## config.mk

```make
export PLATFORM = sky130hd
export DESIGN_NAME = wishbone_ram_responder
export DESIGN_NICKNAME = d
export VERILOG_FILES = /design/src/rtl/wishbone_ram_responder.sv
export SDC_FILE = /design/constraint.sdc
export NUM_CORES = 1
export LEC_CHECK = 0
export CORE_MARGIN = 10
export CORE_UTILIZATION = 48
export CTS_CLUSTER_SIZE = 28
export DETAILED_ROUTE_END_ITERATION = 6
export GPL_TIMING_DRIVEN = 0
export HOLD_SLACK_MARGIN = 0.1
export PLACE_DENSITY_LB_ADDON = 0.25
export SYNTH_ARGS = -nofsm -noshare
export SYNTH_HDL_FRONTEND = slang
export SYNTH_SLANG_ARGS = --single-unit
```

## constraint.sdc

```tcl
create_clock -name clk_i -period 4.72 [get_ports clk_i]
set_clock_uncertainty 0.2 [all_clocks]
set_input_delay 0.944 -clock clk_i [delete_from_list [all_inputs] [get_ports clk_i]]
set_output_delay 0.944 -clock clk_i [all_outputs]
set_load 0.01 [all_outputs]
```

## src/rtl/wishbone_ram_responder.sv

```systemverilog
// Wishbone classic single-access slave backed by a word-organised RAM.
// Each accepted request ends with a single registered ack (in range) or err (out of range).
module wishbone_ram_responder #(
    parameter int          DEPTH       = 32,
    parameter logic [31:0] BASE_ADDR   = 32'h0,
    parameter int          WAIT_STATES = 0
) (
    input  logic        clk_i,
    input  logic        rst_i,
    input  logic        wb_cyc_i,
    input  logic        wb_stb_i,
    input  logic        wb_we_i,
    input  logic [31:0] wb_adr_i,
    input  logic [3:0]  wb_sel_i,
    input  logic [31:0] wb_dat_i,
    output logic [31:0] wb_dat_o,
    output logic        wb_ack_o,
    output logic        wb_err_o
);

    localparam int          AW      = (DEPTH > 2) ? $clog2(DEPTH) : 1;
    localparam logic [32:0] LO_ADDR = {1'b0, BASE_ADDR};
    localparam logic [32:0] HI_ADDR = {1'b0, BASE_ADDR} + 33'(DEPTH * 4);
    localparam logic [3:0]  WS_LOAD = (WAIT_STATES > 0) ? 4'(WAIT_STATES - 1) : 4'd0;

    typedef enum logic [1:0] {
        S_IDLE = 2'd0,
        S_WAIT = 2'd1,
        S_RESP = 2'd2
    } state_t;

    // 33-bit compare so a window touching the top of the address map cannot wrap.
    function automatic logic addr_hit(input logic [31:0] adr);
        return ({1'b0, adr} >= LO_ADDR) && ({1'b0, adr} < HI_ADDR);
    endfunction

    state_t      state_q, state_d;
    logic [3:0]  cnt_q, cnt_d;
    logic        ack_q, ack_d;
    logic        err_q, err_d;
    logic [31:0] dat_q, dat_d;
    logic [31:0] adr_q, adr_d;
    logic [31:0] wdat_q, wdat_d;
    logic [3:0]  sel_q, sel_d;
    logic        we_q, we_d;

    logic [31:0] mem_q [DEPTH];

    logic [31:0] req_adr_s;
    logic [31:0] req_dat_s;
    logic [3:0]  req_sel_s;
    logic        req_we_s;
    logic [31:0] off_s;
    logic [AW-1:0] idx_s;
    logic        hit_s;
    logic        start_resp_s;
    logic        mem_we_s;
    logic        unused_s;

    // In IDLE the response (zero wait states) uses the live bus; afterwards the latched copy.
    assign req_adr_s = (state_q == S_IDLE) ? wb_adr_i : adr_q;
    assign req_dat_s = (state_q == S_IDLE) ? wb_dat_i : wdat_q;
    assign req_sel_s = (state_q == S_IDLE) ? wb_sel_i : sel_q;
    assign req_we_s  = (state_q == S_IDLE) ? wb_we_i  : we_q;

    assign off_s    = req_adr_s - BASE_ADDR;
    assign idx_s    = off_s[AW+1:2];
    assign hit_s    = addr_hit(req_adr_s);
    assign unused_s = ^{off_s[1:0], off_s[31:AW+2]};

    // Next-state, response and RAM write-enable logic.
    always_comb begin
        state_d      = state_q;
        cnt_d        = cnt_q;
        ack_d        = 1'b0;
        err_d        = 1'b0;
        dat_d        = 32'h0;
        adr_d        = adr_q;
        wdat_d       = wdat_q;
        sel_d        = sel_q;
        we_d         = we_q;
        start_resp_s = 1'b0;
        mem_we_s     = 1'b0;

        case (state_q)
            S_IDLE: begin
                if (wb_cyc_i && wb_stb_i && !ack_q && !err_q) begin
                    adr_d  = wb_adr_i;
                    wdat_d = wb_dat_i;
                    sel_d  = wb_sel_i;
                    we_d   = wb_we_i;
                    if (WAIT_STATES == 0) begin
                        start_resp_s = 1'b1;
                    end else begin
                        state_d = S_WAIT;
                        cnt_d   = WS_LOAD;
                    end
                end else begin
                    state_d = S_IDLE;
                end
            end
            S_WAIT: begin
                if (!(wb_cyc_i && wb_stb_i)) begin
                    state_d = S_IDLE;
                    cnt_d   = 4'd0;
                end else if (cnt_q == 4'd0) begin
                    start_resp_s = 1'b1;
                end else begin
                    cnt_d = cnt_q - 4'd1;
                end
            end
            S_RESP: begin
                state_d = S_IDLE;
            end
            default: begin
                state_d = S_IDLE;
            end
        endcase

        if (start_resp_s) begin
            state_d = S_RESP;
            if (hit_s) begin
                ack_d = 1'b1;
                if (req_we_s) begin
                    mem_we_s = !rst_i;
                end else begin
                    dat_d = mem_q[idx_s];
                end
            end else begin
                err_d = 1'b1;
            end
        end else begin
            mem_we_s = 1'b0;
        end
    end

    // Control and output registers; RAM is deliberately left out of reset.
    always_ff @(posedge clk_i) begin
        if (rst_i) begin
            state_q <= S_IDLE;
            cnt_q   <= 4'd0;
            ack_q   <= 1'b0;
            err_q   <= 1'b0;
            dat_q   <= 32'h0;
            adr_q   <= 32'h0;
            wdat_q  <= 32'h0;
            sel_q   <= 4'h0;
            we_q    <= 1'b0;
        end else begin
            state_q <= state_d;
            cnt_q   <= cnt_d;
            ack_q   <= ack_d;
            err_q   <= err_d;
            dat_q   <= dat_d;
            adr_q   <= adr_d;
            wdat_q  <= wdat_d;
            sel_q   <= sel_d;
            we_q    <= we_d;
        end
    end

    // Byte-lane RAM write, committed on the edge that raises ack.
    always_ff @(posedge clk_i) begin
        if (mem_we_s) begin
            for (int b = 0; b < 4; b++) begin
                if (req_sel_s[b]) begin
                    mem_q[idx_s][8*b +: 8] <= req_dat_s[8*b +: 8];
                end
            end
        end
    end

    assign wb_ack_o = ack_q;
    assign wb_err_o = err_q;
    assign wb_dat_o = dat_q;

endmodule

```

# Yosys cells after proc, flatten, opt, wreduce, memory -nomap -nowiden
# Memory sizes are Yosys's and may differ from the RTL's. A register that Yosys moved wholly into a read port is not among the register bits.
# Cells that the tools add are included.
# word_totals
out_inout_bits,34
elab_cells,66
memories,1
ramBits,1024
regBits,77
in_bits,73
# classes
reduce_logical,15
muxes,31
eq_ne,6
order_cmp,1
n_bitwise,2
add_sub_neg,1
# mem_list
memory,depth,word_bits,read_ports,rd_ports_with_merged_regs,wr,line,source
mem_q,32,32,1,1,1,47,logic [31:0] mem_q [DEPTH];
# ops
op,count
32-bit 2-to-1 mux,2
"32-bit by 8-bit < comparator with 1-bit output, second input constant",1
1-bit 2-to-1 mux,21
4-bit 2-to-1 mux,3
2-bit AND reduction,4
2-bit 2-to-1 mux,3
"2-bit inequality test, second input constant",3
"3-bit inequality test, second input constant",2
4-bit zero test,1
2-bit one-hot mux with 2 select lines,1
2-bit OR reduction,2
4-bit OR reduction,1
"4-bit by 1-bit subtractor with 4-bit output, second input constant",1
1-bit logical AND,3
1-bit zero test,3
"2-bit by 1-bit == test with 1-bit output, second input constant",1
2-bit zero test,1
1-bit NOT,2
1-bit one-hot mux with 2 select lines,1

# Longest topological paths before layout
# Gate-level depths: netlist of the first run.
# logic_depth
ltp_word,8
mapped_depth,9
ltp_nobuf,5

# Worst setup path after synthesis of the first run
# Ideal clock, no wire load.
# synth_timing
path_kind,input-to-reg
start,input wb_cyc_i
end,"memory mem_q[13][16], enable pin"
setup_time_ps,383
t_arrival_ps,2688
path_stages,7
required_time_ps,4137
path_buffers,2
slack_ps,1449
path_cell_list,nand2_1 -> or4_1 -> buf_2 -> nor2_8 -> nand4_2 -> clkbuf_1 -> nor3_1
# synth_between
elab_chain_cells,8
elab_cells_between_ends,9
cone_classes,mux (6); reduce/logical (3)
# synth_lines
item,line,source
from (decl),10,"input logic wb_cyc_i,"
1-bit logical AND *,"87, 103",
1-bit logical AND (2 in a row),87,if (wb_cyc_i && wb_stb_i && !ack_q && !err_q) begin
1-bit 2-to-1 mux,87,
1-bit one-hot mux with 2 select lines *,85,case (state_q)
1-bit 2-to-1 mux *,120,if (start_resp_s) begin
1-bit 2-to-1 mux *,164,if (mem_we_s) begin
1-bit 2-to-1 mux (implied by the code) *,167,mem_q[idx_s][8*b +: 8] <= req_dat_s[8*b +: 8];
to (decl),47,
# Mark *: on every way between the ends. The rest lies on a longest branch, timed or not.

# Final worst setup path of the first run
# layout_timing
start,input wb_adr_i[2]
end,"memory mem_q[31][22], enable pin"
# layout_between
elab_chain_cells,6
# layout_lines
item,line,source
from (decl),13,"input logic [31:0] wb_adr_i,"
32-bit 2-to-1 mux *,61,assign req_adr_s = (state_q == S_IDLE) ? wb_adr_i : adr_q;
32-bit by 8-bit < comparator with 1-bit output,34,"return ({1'b0, adr} >= LO_ADDR) && ({1'b0, adr} < HI_ADDR);"
1-bit 2-to-1 mux,122,if (hit_s) begin
1-bit 2-to-1 mux,120,
1-bit 2-to-1 mux,164,
1-bit 2-to-1 mux (implied by the code),167,
# Marked as above.

==> results of run 1 <==
[routing by layer]
metal / vias to the layer above / global-route usage (%) / wire [microns]
met4: 10 / 9.037 / 4486
li1: 10930 / - / -
met2: 1442 / 37.76 / 58110
met3: 270 / 5.579 / 12750
met5: - / 0 / 101
met1: 13080 / 31.23 / 48920
[cell usage in the layout, fill, tap and decap left out, drive strengths merged, types with 5 or more instances in the layout]
master	count
nand4	6
clkinv	44
nor4b	5
nand2	139
dfxtp	102
nor4	77
nor4bb	5
edfxtp	1024
buf	125
clkdlybuf4s50	103
nor3	129
mux2i	514
inv	6
mux2	39
nor2	11
o21ai	16
o22ai	257
a21oi	99
clkbuf	245
bufinv	8
[per-stage QoR]
step / instances / hold slack, ns / util, % / power, uW
5_1_grt: 4142 / 0.2738 / 56.11 / 21590
3_3_place_gp: 3883 / 0.2375 / 51.08 / 12360
3_5_place_dp: 3918 / 0.2471 / 51.76 / 12400
2_1_floorplan: 2604 / 0.2329 / - / 11870
4_1_cts: 4131 / 0.2562 / 55.84 / 21100
6_report: 4144 / 0.2522 / 56.11 / 21080
[power by group]
group,internal [uW],total (uW),leakage [uW],switching (uW)
clock network,5040,8850,0.00179,3810
registers,10900,11000,0.0101,16.5
logic,378,1260,0.00495,882
total,16400,21100,0.0168,4710
[flip-flops by register name, summed over array words and instances, names as in the netlist]
signal and count:
sel_q 4, wb_err_o 1, wb_dat_o 32, state_q 1
adr_q 30, wdat_q 32, wb_ack_o 1, we_q 1
mem_q 1024
[critical path, delay by kind of cell]
family                 cells  cell delay, ns
buffers and inverters      5            1.91
AND/OR/NAND/NOR            2            1.46
multiplexers               1            0.20
[worst paths after layout]
kind	startpoint	end	slack [ns]	depth (start not counted)
hold reg to reg	wdat_q[20]$_SDFFE_PP0P_	wdat_q[20]$_SDFFE_PP0P_	0.25	2
setup reg to reg	state_q[1]$_SDFFE_PP0P_	mem_q[31][22]$_DFFE_PP_	0.50	8
setup / recovery	wb_adr_i[2]	mem_q[31][22]$_DFFE_PP_	0.27	8
hold / removal	wdat_q[20]$_SDFFE_PP0P_	wdat_q[20]$_SDFFE_PP0P_	0.25	2
[final cells by class]
cell class,instances,share of cell area [%]
Timing Repair Buffer,149,2.927
Clock inverter,59,1.131
Buffer,170,1.593
Multi-Input combinational cell,1308,20.15
Tap cell,1176,2.922
Sequential cell,1126,65.12
Antenna cell,2,0.009940
Clock buffer,154,6.145
[kinds of logic after synthesis]
family                 Yosys count
AO/OA/AOI/OAI                  372
buffers and inverters          170
multiplexers                   553
AND/OR/NAND/NOR                383
flip-flops                    1126
==> metrics.txt, run 1 <==
# TYPE chip_impl_metric gauge
chip_impl_metric{name="cts_hold_buffers",unit=""} 0
chip_impl_metric{name="syn-num-nets",unit=""} 2677
chip_impl_metric{name="synthesis.yosys.warnings",unit=""} 0
chip_impl_metric{name="leakagePower",unit="uW"} 0.01680
chip_impl_info{name="netlist_top_cells_count",value="sky130_fd_sc_hd__edfxtp_1, sky130_fd_sc_hd__mux2i_1, sky130_fd_sc_hd__o22ai_1"} 1
chip_impl_metric{name="multi_input_comb_area",unit="sq um"} 10140
chip_impl_info{name="critical_path.startpoint_type",value="input pin"} 1
chip_impl_metric{name="number_of_flops_mapped_to_enable_cells_by_yosys",unit=""} 1024
chip_impl_metric{name="grt-ovfl-total",unit=""} 0
chip_impl_metric{name="timing.critical_path.arrival",unit="ns"} 4.54
chip_impl_info{name="synth_area_leaders",value="sky130_fd_sc_hd__edfxtp_1, sky130_fd_sc_hd__mux2i_1, sky130_fd_sc_hd__dfxtp_1"} 1
chip_impl_info{name="clockRootBuffer",value="sky130_fd_sc_hd__clkbuf_16"} 1
chip_impl_metric{name="detail_route.wirelength",unit="microns"} 124400
chip_impl_metric{name="worst_ep_required_time",unit="ns"} 4.82
chip_impl_metric{name="timing.final.ws_setup",unit="ns"} 0.2725
chip_impl_metric{name="place.gp.congestion",unit=""} 0.9174
chip_impl_metric{name="fp.coreArea",unit="sq um"} 89740
chip_impl_metric{name="hpwlAfterDp",unit="microns"} 84880
chip_impl_metric{name="ys_types",unit=""} 31
chip_impl_metric{name="antenna_violations_before_repair",unit=""} 6
chip_impl_metric{name="post_route_cells_drive_above_1_share",unit="%"} 13.82
chip_impl_metric{name="antenna_left",unit=""} 0
chip_impl_metric{name="pin_count_of_the_biggest_net_entering_global_routing",unit=""} 33
chip_impl_info{name="min_path_type",value="reg2reg"} 1
chip_impl_metric{name="die_height",unit="microns"} 320.5
chip_impl_metric{name="synthSimpleGateAreaFrac",unit="%"} 4.527
chip_impl_metric{name="route.vias.total",unit=""} 25720
chip_impl_info{name="dominant_combinational_cell_family_by_area_after_synthesis",value="multiplexers"} 1
chip_impl_metric{name="wl_per_cell",unit="microns"} 30.01
chip_impl_metric{name="pre_cts_slack",unit="ns"} -0.3900
chip_impl_metric{name="grtUsageTotal",unit="%"} 23.67
chip_impl_metric{name="relSlewSlack",unit="%"} 2.980
chip_impl_metric{name="cpPeakStageDelay",unit="ns"} 1.19
chip_impl_metric{name="pwr_density_cell",unit="nW/um^2"} 418.6
chip_impl_metric{name="postSynth.asyncResetShare",unit="%"} 0
chip_impl_metric{name="ys_seq_elements",unit=""} 1126
chip_impl_metric{name="yosysSeqAreaShare",unit="%"} 75.67
chip_impl_metric{name="syn_to_final_growth",unit="%"} 16.20
chip_impl_metric{name="report.final.hold_viol_count",unit=""} 0
chip_impl_metric{name="drtPass1Iterations",unit=""} 5
chip_impl_info{name="yosys_most_used_dff",value="sky130_fd_sc_hd__edfxtp_1"} 1
chip_impl_metric{name="setup_viol",unit=""} 0
chip_impl_metric{name="start_util",unit="%"} 48.29
chip_impl_metric{name="final-max-slew-violation-count",unit=""} 0
chip_impl_metric{name="layout_worst_path_cycle_share",unit="%"} 94.23
chip_impl_info{name="library_cell_with_the_largest_summed_area_after_synthesis",value="sky130_fd_sc_hd__edfxtp_1"} 1
chip_impl_metric{name="synth.avg_cell_area",unit="sq um"} 16.64
chip_impl_metric{name="post_cts_resize_count",unit=""} 0
chip_impl_metric{name="fill_cells",unit=""} 6939
chip_impl_metric{name="synth.mux.area_fraction",unit="%"} 12.90
chip_impl_info{name="path_class",value="in2reg"} 1
chip_impl_metric{name="placement_rows",unit=""} 110
chip_impl_metric{name="clk_pin_slew_worst_paths",unit="ns"} 0.06
chip_impl_metric{name="dieWidth",unit="microns"} 320.5
chip_impl_metric{name="wire_length_of_the_first_global_routing_pass",unit="microns"} 176700
chip_impl_metric{name="seq_area",unit="sq um"} 32790
chip_impl_info{name="slowest_stage",value="sky130_fd_sc_hd__nor3_1"} 1
chip_impl_metric{name="post-synth-top-area-fraction",unit="%"} 70.96
chip_impl_metric{name="fmax",unit="GHz"} 0.2248
chip_impl_metric{name="vias_per_inst",unit=""} 6.207
chip_impl_metric{name="vdd_drop_max",unit="mV"} 0.2868
chip_impl_metric{name="die-area",unit="sq um"} 102700
chip_impl_metric{name="timing_worst_slew_pin_value",unit="ns"} 1.444
chip_impl_metric{name="detail_route.iter0.violations",unit=""} 3007
chip_impl_metric{name="post-route-min-period",unit="ns"} 4.448
chip_impl_metric{name="i_o_pin_total",unit=""} 107
chip_impl_info{name="outcome",value="finished clean"} 1
chip_impl_metric{name="place.port_buffers",unit=""} 103
chip_impl_metric{name="synthCells",unit=""} 2604
chip_impl_metric{name="synth-compound-area-share",unit="%"} 5.053
chip_impl_info{name="rsz0062_at_grt",value="no"} 1
chip_impl_metric{name="setup_tns",unit="ns"} 0
chip_impl_metric{name="worst-path-max-fanout",unit=""} 10
chip_impl_metric{name="netlist_area",unit="sq um"} 43330
chip_impl_info{name="synth.most_common_cell",value="sky130_fd_sc_hd__edfxtp_1"} 1
chip_impl_metric{name="postCtsSetupRepairBufs",unit=""} 0
chip_impl_metric{name="dpl_cell_area",unit="sq um"} 46450
chip_impl_metric{name="nNetsFinal",unit=""} 2941
chip_impl_metric{name="number_of_buffers_between_clock_root_and_the_deepest_sink",unit=""} 3
chip_impl_metric{name="cts_inserted_buffers",unit=""} 113
chip_impl_metric{name="finish.instance_area",unit="sq um"} 50350
chip_impl_metric{name="cts_num_sinks",unit=""} 1126
chip_impl_info{name="tritoncts",value="yes"} 1
chip_impl_info{name="cp_cell_sequence",value="clkdlybuf4s50_1 -> mux2_2 -> buf_2 -> buf_4 -> buf_2 -> nand2_1 -> buf_2 -> nor3_1"} 1
chip_impl_info{name="cp-end-kind",value="flop"} 1
chip_impl_metric{name="drc",unit=""} 0
chip_impl_metric{name="drv_cap",unit=""} 0
chip_impl_metric{name="via_count_of_the_first_global_routing_pass",unit=""} 25560
chip_impl_metric{name="clock_latency",unit="ns"} 0.73
chip_impl_metric{name="synth-xor-area-share",unit="%"} 0
chip_impl_info{name="worst_path_most_repeated_cell",value="sky130_fd_sc_hd__buf_2"} 1
chip_impl_metric{name="clock_tree.htree_level_count",unit=""} 3
chip_impl_metric{name="synthAdderAreaFrac",unit="%"} 0
Note: power is estimated with default switching activity, not from simulation.
==> run 2, diff against run 1 <==
- CTS_CLUSTER_SIZE: 28 -> unset
==> results of run 2 <==
Same layout as run 1: the final DEF is identical, and so are final timing and power.
